[src/rtl/axis_uart_tx_fifo.sv]
// axis_uart_tx_fifo: AXI-Stream byte sink feeding a 2**FIFO_AW deep FIFO that
// drains into a UART serialiser (start, 8 data bits LSB first, stop bits).
// Optional feature macro: UART_TX_PARITY_EN adds an even-parity bit after D7.
// Handshake: a byte is taken on a rising edge where i_tvalid && i_tready;
// i_tready depends only on the registered FIFO level, never on a same-cycle pop.
module axis_uart_tx_fifo #(
    parameter int FIFO_AW   = 4,
    parameter int CLKDIV    = 100,
    parameter int STOP_BITS = 1
) (
    input  logic               clk,
    input  logic               rst,
    input  logic [7:0]         i_tdata,
    input  logic               i_tvalid,
    output logic               i_tready,
    output logic               tx,
    output logic               busy,
    output logic [FIFO_AW:0]   o_level
);

    localparam int                 DEPTH    = 1 << FIFO_AW;
    localparam int                 CW       = $clog2(CLKDIV);
    localparam logic [FIFO_AW:0]   DEPTH_L  = (FIFO_AW + 1)'(DEPTH);
    localparam logic [FIFO_AW:0]   LVL_ONE  = (FIFO_AW + 1)'(1);
    localparam logic [FIFO_AW-1:0] PTR_ONE  = FIFO_AW'(1);
    localparam logic [CW-1:0]      CNT_LOAD = CW'(CLKDIV - 1);
    localparam logic [CW-1:0]      CNT_ONE  = CW'(1);
    localparam logic               STOP_LAST = 1'(STOP_BITS - 1);

    typedef enum logic [2:0] {
        S_IDLE   = 3'd0,
        S_START  = 3'd1,
        S_DATA   = 3'd2,
`ifdef UART_TX_PARITY_EN
        S_PARITY = 3'd3,
`endif
        S_STOP   = 3'd4
    } state_t;

    logic [7:0]         r_mem [DEPTH];
    logic [FIFO_AW-1:0] r_wptr;
    logic [FIFO_AW-1:0] r_rptr;
    logic [FIFO_AW:0]   r_level;

    // r_state is the observable FSM state for checkers and waveform viewers.
    state_t             r_state;
    logic [CW-1:0]      r_cnt;
    logic [2:0]         r_bit_idx;
    logic [7:0]         r_shreg;
    logic               r_stop_idx;
    logic               r_tx;

    logic               w_push;
    logic               w_pop;
    logic               w_bit_end;
    logic               w_last_stop;

    assign i_tready    = (r_level != DEPTH_L);
    assign w_push      = i_tvalid && i_tready;
    assign w_bit_end   = (r_cnt == '0);
    assign w_last_stop = (r_state == S_STOP) && w_bit_end && (r_stop_idx == STOP_LAST);
    assign w_pop       = (r_level != '0) && ((r_state == S_IDLE) || w_last_stop);

    assign tx      = r_tx;
    assign busy    = (r_state != S_IDLE) || (r_level != '0);
    assign o_level = r_level;

    // FIFO storage: written on accepted handshakes, contents are don't-care after reset.
    always_ff @(posedge clk) begin
        if (w_push) begin
            r_mem[r_wptr] <= i_tdata;
        end
    end

    // FIFO pointers and occupancy; a simultaneous push and pop leaves the level unchanged.
    always_ff @(posedge clk or posedge rst) begin
        if (rst) begin
            r_wptr  <= '0;
            r_rptr  <= '0;
            r_level <= '0;
        end else begin
            if (w_push) begin
                r_wptr <= r_wptr + PTR_ONE;
            end
            if (w_pop) begin
                r_rptr <= r_rptr + PTR_ONE;
            end
            case ({w_push, w_pop})
                2'b10:   r_level <= r_level + LVL_ONE;
                2'b01:   r_level <= r_level - LVL_ONE;
                default: r_level <= r_level;
            endcase
        end
    end

    // Frame sequencer: every bit lasts CLKDIV cycles, tx is driven from a register.
    always_ff @(posedge clk or posedge rst) begin
        if (rst) begin
            r_state    <= S_IDLE;
            r_cnt      <= '0;
            r_bit_idx  <= '0;
            r_shreg    <= '0;
            r_stop_idx <= 1'b0;
            r_tx       <= 1'b1;
        end else begin
            case (r_state)
                S_IDLE: begin
                    if (w_pop) begin
                        r_state <= S_START;
                        r_cnt   <= CNT_LOAD;
                        r_shreg <= r_mem[r_rptr];
                        r_tx    <= 1'b0;
                    end
                end
                S_START: begin
                    if (w_bit_end) begin
                        r_state   <= S_DATA;
                        r_cnt     <= CNT_LOAD;
                        r_bit_idx <= 3'd0;
                        r_tx      <= r_shreg[0];
                    end else begin
                        r_cnt <= r_cnt - CNT_ONE;
                    end
                end
                S_DATA: begin
                    if (w_bit_end) begin
                        r_cnt <= CNT_LOAD;
                        if (r_bit_idx == 3'd7) begin
`ifdef UART_TX_PARITY_EN
                            r_state <= S_PARITY;
                            r_tx    <= ^r_shreg;
`else
                            r_state    <= S_STOP;
                            r_stop_idx <= 1'b0;
                            r_tx       <= 1'b1;
`endif
                        end else begin
                            r_bit_idx <= r_bit_idx + 3'd1;
                            r_tx      <= r_shreg[r_bit_idx + 3'd1];
                        end
                    end else begin
                        r_cnt <= r_cnt - CNT_ONE;
                    end
                end
`ifdef UART_TX_PARITY_EN
                S_PARITY: begin
                    if (w_bit_end) begin
                        r_state    <= S_STOP;
                        r_cnt      <= CNT_LOAD;
                        r_stop_idx <= 1'b0;
                        r_tx       <= 1'b1;
                    end else begin
                        r_cnt <= r_cnt - CNT_ONE;
                    end
                end
`endif
                S_STOP: begin
                    if (w_bit_end) begin
                        if (r_stop_idx != STOP_LAST) begin
                            r_stop_idx <= r_stop_idx + 1'b1;
                            r_cnt      <= CNT_LOAD;
                        end else if (w_pop) begin
                            // Next byte waiting: start bit follows with no idle cycle.
                            r_state <= S_START;
                            r_cnt   <= CNT_LOAD;
                            r_shreg <= r_mem[r_rptr];
                            r_tx    <= 1'b0;
                        end else begin
                            r_state <= S_IDLE;
                            r_tx    <= 1'b1;
                        end
                    end else begin
                        r_cnt <= r_cnt - CNT_ONE;
                    end
                end
                default: begin
                    r_state <= S_IDLE;
                    r_tx    <= 1'b1;
                end
            endcase
        end
    end

endmodule

[config.mk]
export PLATFORM = sky130hd
export DESIGN_NAME = axis_uart_tx_fifo
export DESIGN_NICKNAME = d
export VERILOG_FILES = /design/src/rtl/axis_uart_tx_fifo.sv
export SDC_FILE = /design/constraint.sdc
export NUM_CORES = 1
export LEC_CHECK = 0
export ABC_AREA = 1
export CORE_MARGIN = 2
export CORE_UTILIZATION = 66
export DETAILED_ROUTE_END_ITERATION = 16
export GPL_ROUTABILITY_DRIVEN = 0
export PLACE_DENSITY = 0.84
export SETUP_SLACK_MARGIN = 0.15
export SLEW_MARGIN = 30
export SYNTH_ARGS = -nofsm -noshare
export SYNTH_HDL_FRONTEND = slang
export SYNTH_SLANG_ARGS = --single-unit
[constraint.sdc]
create_clock -name clk -period 5.8 [get_ports clk]
set_input_delay 0.87 -clock clk [delete_from_list [all_inputs] [get_ports clk]]
set_output_delay 0.87 -clock clk [all_outputs]
set_load 0.02 [all_outputs]
==> reports/qor.csv, run 1 <==
stage;metric;value;unit
timing;Max Slew Vio Count;0;
yosys;Synth cell types;32;
cts;CTS Buf Count;17;
setup_path;crit path capture type;output port;
timing;RSZ-0062 raised after global routing;no;
cts;Clock Sinks;163;
drt;1st-pass router iterations;5;
cts;CTS Hold Bufs;0;
cts;Max Root-Sink Buffers;2;
global_routing;global-route wire length before repair;24.5;mm
outcome;status;finished clean;
drt;via count;5089;
global_routing;pin count of the biggest net entering global routing;78;
yosys;Post-Syn Area per Cell;10.4;um2
yosys;Syn Nets;716;
cts;Setup Fix Bufs, Post-CTS;0;
final_layout;Syn-to-layout area delta;10.7;%
drt;DRC;0;
global_routing;global route total overflow;0;
power;Cell Pwr Density;514;nW/um2
timing;Min Hold Slack;0.482;ns
die;# IOs;19;
drt;ANT nets after route;0;
cts;CTS tree;done;
drt;Initial DRC Count;671;
setup_path;WP data required;4.93;ns
global_routing;vias in the first global route;4917;
cts;Clk Latency, worst-skew pair;0.53;ns
setup_path;Startpoint Class;flop;
setup_path;CP Max Fanout;5;
setup_path;Arr. time, crit path;2.15;ns
timing;Tmin final;3.02;ns
drt;wire per inst;18.1;um
drt;Vias/cell;5.91;
final_layout;FILL cells;734;
timing;count of final hold-check violations;0;
place;Placed Area;7440;um2
timing;period utilisation layout;52.1;%
place;Place WS;2.89;ns
yosys;Synth Register Bits;163;
job;MaxCap Viol Count;0;
final_layout;fraction of layout instances using a drive strength above 1;7.07;%
drt;Post-Route WL;15.6;mm
final_layout;n_diodes;0;
final_layout;fin nets;732;
yosys;post-synthesis instance area;7230;um2
cts;Clock Tree Root;clkbuf_8;
cts;clock-pin slew on the worst setup and hold paths;0.06;ns
timing;TNS Setup;0;ns
final_layout;Util after Layout;74.4;%
yosys;Gate Count Post-Synth;693;
timing;clk_skew;0.00854;ns
die;die area;11800;um2
timing;Worst Slack Setup Final;2.78;ns
die;die width;109;um
yosys;Synth area leader;edfxtp_1;
timing;Fmax;331;MHz
setup_path;Worst R2R Setup Slack;3.04;ns
global_routing;Total GRT Usage;28.2;%
place;port bufs;18;
timing;Worst slew margin;44.4;%
place;dpl hpwl;9.86;mm
final_layout;design area;8000;um2
die;Die H;109;um
power;Pleak;3.26;nW
worst_hold_path;Hold WC Path Type;flop to flop;
cts;post_cts resized;0;
die;Starting Density;67.2;%
global_routing;initial antenna violation count;0;
timing;# setup viols final;0;
timing;Worst Max-Slew Pin Slew;0.833;ns
power;Max VDD drop;344;uV
cts;# H-tree levels;4;
yosys;Synth warnings;0;
die;Row Count;38;
yosys;Yosys top cell area share;53.2;%
yosys;top cells by area, synth;edfxtp_1 (53%), dfrtp_1 (12%), nand2_1 (10%);
yosys;register area share after synthesis;65.3;%
setup_path;Worst Setup Path Type;flop to output port;
die;Core Region;10700;um2
cells by family after synthesis:
| logic type | count (synthesis) | share of synthesized area, % |
|---|---|---|
| AO/OA/AOI/OAI | 70 | 5.33 |
| XOR/XNOR | 10 | 1.21 |
| adder cells (fa/ha/maj) | 12 | 2.08 |
| buffers and inverters | 85 | 5.45 |
| flip-flops | 163 | 65.3 |
| AND/OR/NAND/NOR | 353 | 20.6 |
layer usage:
metal / vias to the layer above / global-route usage, % / share of wire [%]
met4: 0 / 12.5 / 3.4
met3: 56 / 7.65 / 8.2
met5: - / 0 / 0
li1: 2353 / - / -
met2: 269 / 46.1 / 49
met1: 2411 / 35.8 / 39
where the power goes:
part	leakage (nW)	total (mW)	switching [mW]	internal (mW)
Combinational	1.41	1.46	1.01	0.448
Clock	0.267	1.05	0.439	0.609
Sequential	1.58	1.60	0.133	1.47
flip-flops by register name, indices dropped and copies added (netlist names):
register   count
r_bit_idx      3
r_mem        128
r_shreg        8
r_wptr         4
o_level        5
r_cnt          7
r_rptr         4
r_state        3
tx             1
critical path, cell delays in order, from the launching register on:
cell and delay [ns]:
dfrtp_1 0.44, nor2_1 0.17, nand2_1 0.07, nor2_1 0.27, nand2_1 0.12, clkdlybuf4s50_1 0.55
layout by cell type, fill, tap and decap left out, drive strengths merged, types with 3 or more instances in the layout:
master,Yosys,layout
nand2,202,202
clkdlybuf4s50,0,18
o211ai,11,11
clkbuf,4,18
nand3,70,70
nor3,3,3
dfrtp,34,34
xor2,8,8
clkinv,0,6
inv,62,65
nor2,75,75
edfxtp,128,128
o21ai,42,42
a21oi,14,14
ha,12,12
cell usage after synthesis (all sizes together):
cell,n
nand2,202
edfxtp,128
nor2,75
nand3,70
inv,62
o21ai,42
dfrtp,34
buf,19
a21oi,14
ha,12
o211ai,11
xor2,8
clkbuf,4
nor3,3
nand4,2
xnor2,2
a21boi,1
dfstp,1
nand3b,1
o21bai,1
o31ai,1
layout make-up:
cell class / instances / area [um2] / share of cell area [%]
clock buffers: 18 / 418 / 5.22
repair buffers: 20 / 195 / 2.44
clock inverters: 13 / 133 / 1.66
well taps: 140 / 175 / 2.19
inverters: 62 / 235 / 2.94
multi-input cells: 445 / 2120 / 26.5
flip-flops and latches: 163 / 4720 / 59.0
metrics by stage:
step                      cells  total power [mW]
after floorplan             693              2.69
after global placement      830              2.96
after detailed placement    830              3.02
after CTS                   861              4.08
after global routing        861              4.35
final                       861              4.11
path summary, 6_finish.rpt:
path | end | from | depth (start not counted)
setup / recovery | busy | o_level[0] | 5
hold / removal | r_shreg[4] | r_shreg[4] | 2
setup reg to reg | o_level[4] | r_cnt[0] | 18
hold reg to reg | r_shreg[4] | r_shreg[4] | 2
max in group asynchronous | tx | rst | 3
min in group asynchronous | r_cnt[5] | rst | 3
Power figures use the tool's default switching activity.
==> inputs of run 2 (changes only) <==
- CORE_UTILIZATION: 66 -> 55
- PLACE_DENSITY: 0.84 -> 0.75
- clock period: 5.8 -> 2.6 ns (I/O delays scaled with it)
==> reports/qor.csv, run 2 (synthesis results as in run 1) <==
stage;metric;value;unit;change
setup_path;reg2reg start;o_level[1];;
setup_path;Crit Reg-Reg Endpoint;o_level[3];;
drt;via count;4969;;-2.4%
setup_path;Most Frequent Cell on Critical Path;nand2_1;;
die;Row Count;41;;+7.9%
die;die area;14100;um2;+19%
drt;Vias/cell;5.43;;-8.1%
global_routing;vias in the first global route;4841;;-1.5%
global_routing;Total GRT Usage;22.8;%;-5.5 points
timing;count of final hold-check violations;0;;unchanged
setup_path;Arr. time, crit path;2.63;ns;+0.48 ns
cts;# H-tree levels;4;;unchanged
timing;Min Hold Slack;0.351;ns;-0.131 ns
cts;CTS Hold Bufs;0;;unchanged
timing;# setup viols final;0;;unchanged
final_layout;commonest non-fill, non-tap cell in the layout;nand2_1;;
timing;Fmax;433;MHz;
timing;RSZ-0062 raised after global routing;yes;;
final_layout;Biggest register;r_mem;;
global_routing;global route total overflow;0;;unchanged
place;Place WS;0.127;ns;-2.76 ns
cts;Clk Latency, worst-skew pair;0.43;ns;-0.10 ns
die;Die H;119;um;+9.2%
cts;post_cts resized;2;;+2
job;MaxCap Viol Count;0;;unchanged
final_layout;Syn-to-layout area delta;14.4;%;
power;final total power;9.45;mW;+130%
drt;DRC;0;;unchanged
timing;TNS Setup;0;ns;unchanged
setup_path;WP data required;2.92;ns;-2.01 ns
timing;clk_skew;0.00808;ns;-0.000456 ns
die;Core Region;12700;um2;+18%
drt;ANT nets after route;0;;unchanged
cts;Setup Fix Bufs, Post-CTS;0;;unchanged
setup_path;Buf/Inv on CP;4;;+3
power;Pleak;3.40;nW;+4.2%
timing;Worst slew margin;48.4;%;+4.0 points
setup_path;slowest CP cell;dfrtp_1;;
setup_path;crit path capture type;flop;;
place;dpl hpwl;9.43;mm;-4.4%
die;Starting Density;56.8;%;-10 points
timing;Worst Max-Slew Pin Slew;0.774;ns;-0.0585 ns
drt;Post-Route WL;15.3;mm;-1.9%
drt;Initial DRC Count;536;;-20%
place;Placed Area;7640;um2;+2.7%
setup_path;Startpoint Class;flop;;
drt;wire per inst;16.7;um;-7.7%
die;die width;119;um;+9.2%
setup_path;Worst R2R Setup Slack;0.29;ns;-2.75 ns
final_layout;n_diodes;0;;unchanged
power;Cell Pwr Density;1140;nW/um2;+120%
cts;CTS tree;done;;
global_routing;initial antenna violation count;0;;unchanged
setup_path;delay-heaviest family, CP;simple AND/OR/NAND/NOR gates;;
setup_path;critical path's largest stage delay;0.46;ns;-0.09 ns
setup_path;CP Max Fanout;15;;+10
setup_path;Worst Setup Path Type;flop to flop;;
cts;Clock Sinks;163;;unchanged
timing;Worst Slack Setup Final;0.289;ns;-2.49 ns
setup_path;cells on worst reg2reg path;14;;-4
timing;Tmin final;2.31;ns;
place;port bufs;18;;unchanged
power;Max VDD drop;742;uV;+120%
setup_path;Cell Chain, Critical Path;nor2_1 -> nand2_1 -> nor2_1 -> inv_1 -> nand3_4 -> inv_4 -> buf_4 -> ha_1 -> nand2_1 -> inv_1 -> a21boi_1 -> nand3_1 -> nand3_1 -> nand2_1;;
outcome;status;finished clean;;
global_routing;pin count of the biggest net entering global routing;77;;-1.3%
timing;Max Slew Vio Count;0;;unchanged
worst_hold_path;Hold WC Path Type;input pin to asynchronous set/reset pin;;
die;# IOs;19;;unchanged
final_layout;FILL cells;970;;+32%
cts;clock-pin slew on the worst setup and hold paths;0.07;ns;about the same
final_layout;fin nets;753;;+2.9%
final_layout;commonest cells after routing, fill and taps aside;nand2_1 (199), edfxtp_1 (128), nor2_1 (72), nand3_1 (65), inv_1 (55);;
cts;CTS Buf Count;17;;unchanged
final_layout;max reg flops;128;;unchanged
drt;1st-pass router iterations;5;;unchanged
final_layout;fraction of layout instances using a drive strength above 1;10.5;%;+3.4 points
final_layout;design area;8270;um2;+3.3%
final_layout;Largest regs;r_mem (128), r_shreg (8), r_cnt (7);;
cts;Clock Tree Root;clkbuf_16;;
cts;Max Root-Sink Buffers;2;;unchanged
timing;period utilisation layout;88.9;%;
global_routing;global-route wire length before repair;24.3;mm;-0.76%
==> run 2: cell count changes in the layout (fill, tap and decap cells not counted), moves of 2 or more <==
cell / before / now
buf_4: 2 / 23
nor3_1: 1 / 3
clkinvlp_4: 2 / 0
inv_8: 0 / 4
nor3_2: 2 / 0
ha_4: 0 / 2
ha_1: 12 / 9
==> run 2: area by class of cell <==
class                           count  area [um2]  area share (%)
Clock inverter                     15         168            2.03
Inverter                           62         235            2.85
Sequential cell                   163        4720            57.1
Clock buffer                       17         425            5.15
Timing Repair Buffer               41         355            4.30
Tap cell                          172         215            2.60
Multi-Input combinational cell    445        2150            26.0
==> run 2: stage by stage <==
stage / util, % / std cells
floorplan: - / 693
global placement: 60.0 / 883
CTS: 64.8 / 915
detailed placement: 60.0 / 883
finish: 65.0 / 915
global route: 65.0 / 915
==> run 2: metal layers <==
layer / GRT usage, % / part of all wire (%) / vias to the layer above
li1: - / - / 2391
met1: 29.3 / 41 / 2359
met2: 37.5 / 50 / 197
met3: 6.03 / 7.2 / 22
met4: 7.74 / 1.7 / 0
met5: 0 / 0 / -
==> run 2: tightest hold or removal path, cell delays in order <==
cell and delay (ns):
clkdlybuf4s50_1 0.39, inv_1 0.05, buf_4 0.38
==> run 2: power breakdown <==
part           switching [mW]  internal (mW)  total, mW
sequential              0.296           3.27       3.56
combinational            2.25           1.11       3.37
clock                    1.08           1.44       2.52
total                    3.63           5.82       9.45
==> run 2: worst max-delay path by stage <==
stage                     from    endpoint  slack [ns]  cells after the start
floorplan             r_cnt[0]  o_level[4]        0.22                     19
global placement      r_cnt[0]  o_level[4]        0.31                     18
detailed placement    r_cnt[0]  o_level[4]        0.13                     18
CTS                   r_cnt[0]  o_level[4]        0.18                     18
global route        o_level[1]  o_level[3]        0.06                     14
finish              o_level[1]  o_level[3]        0.29                     14
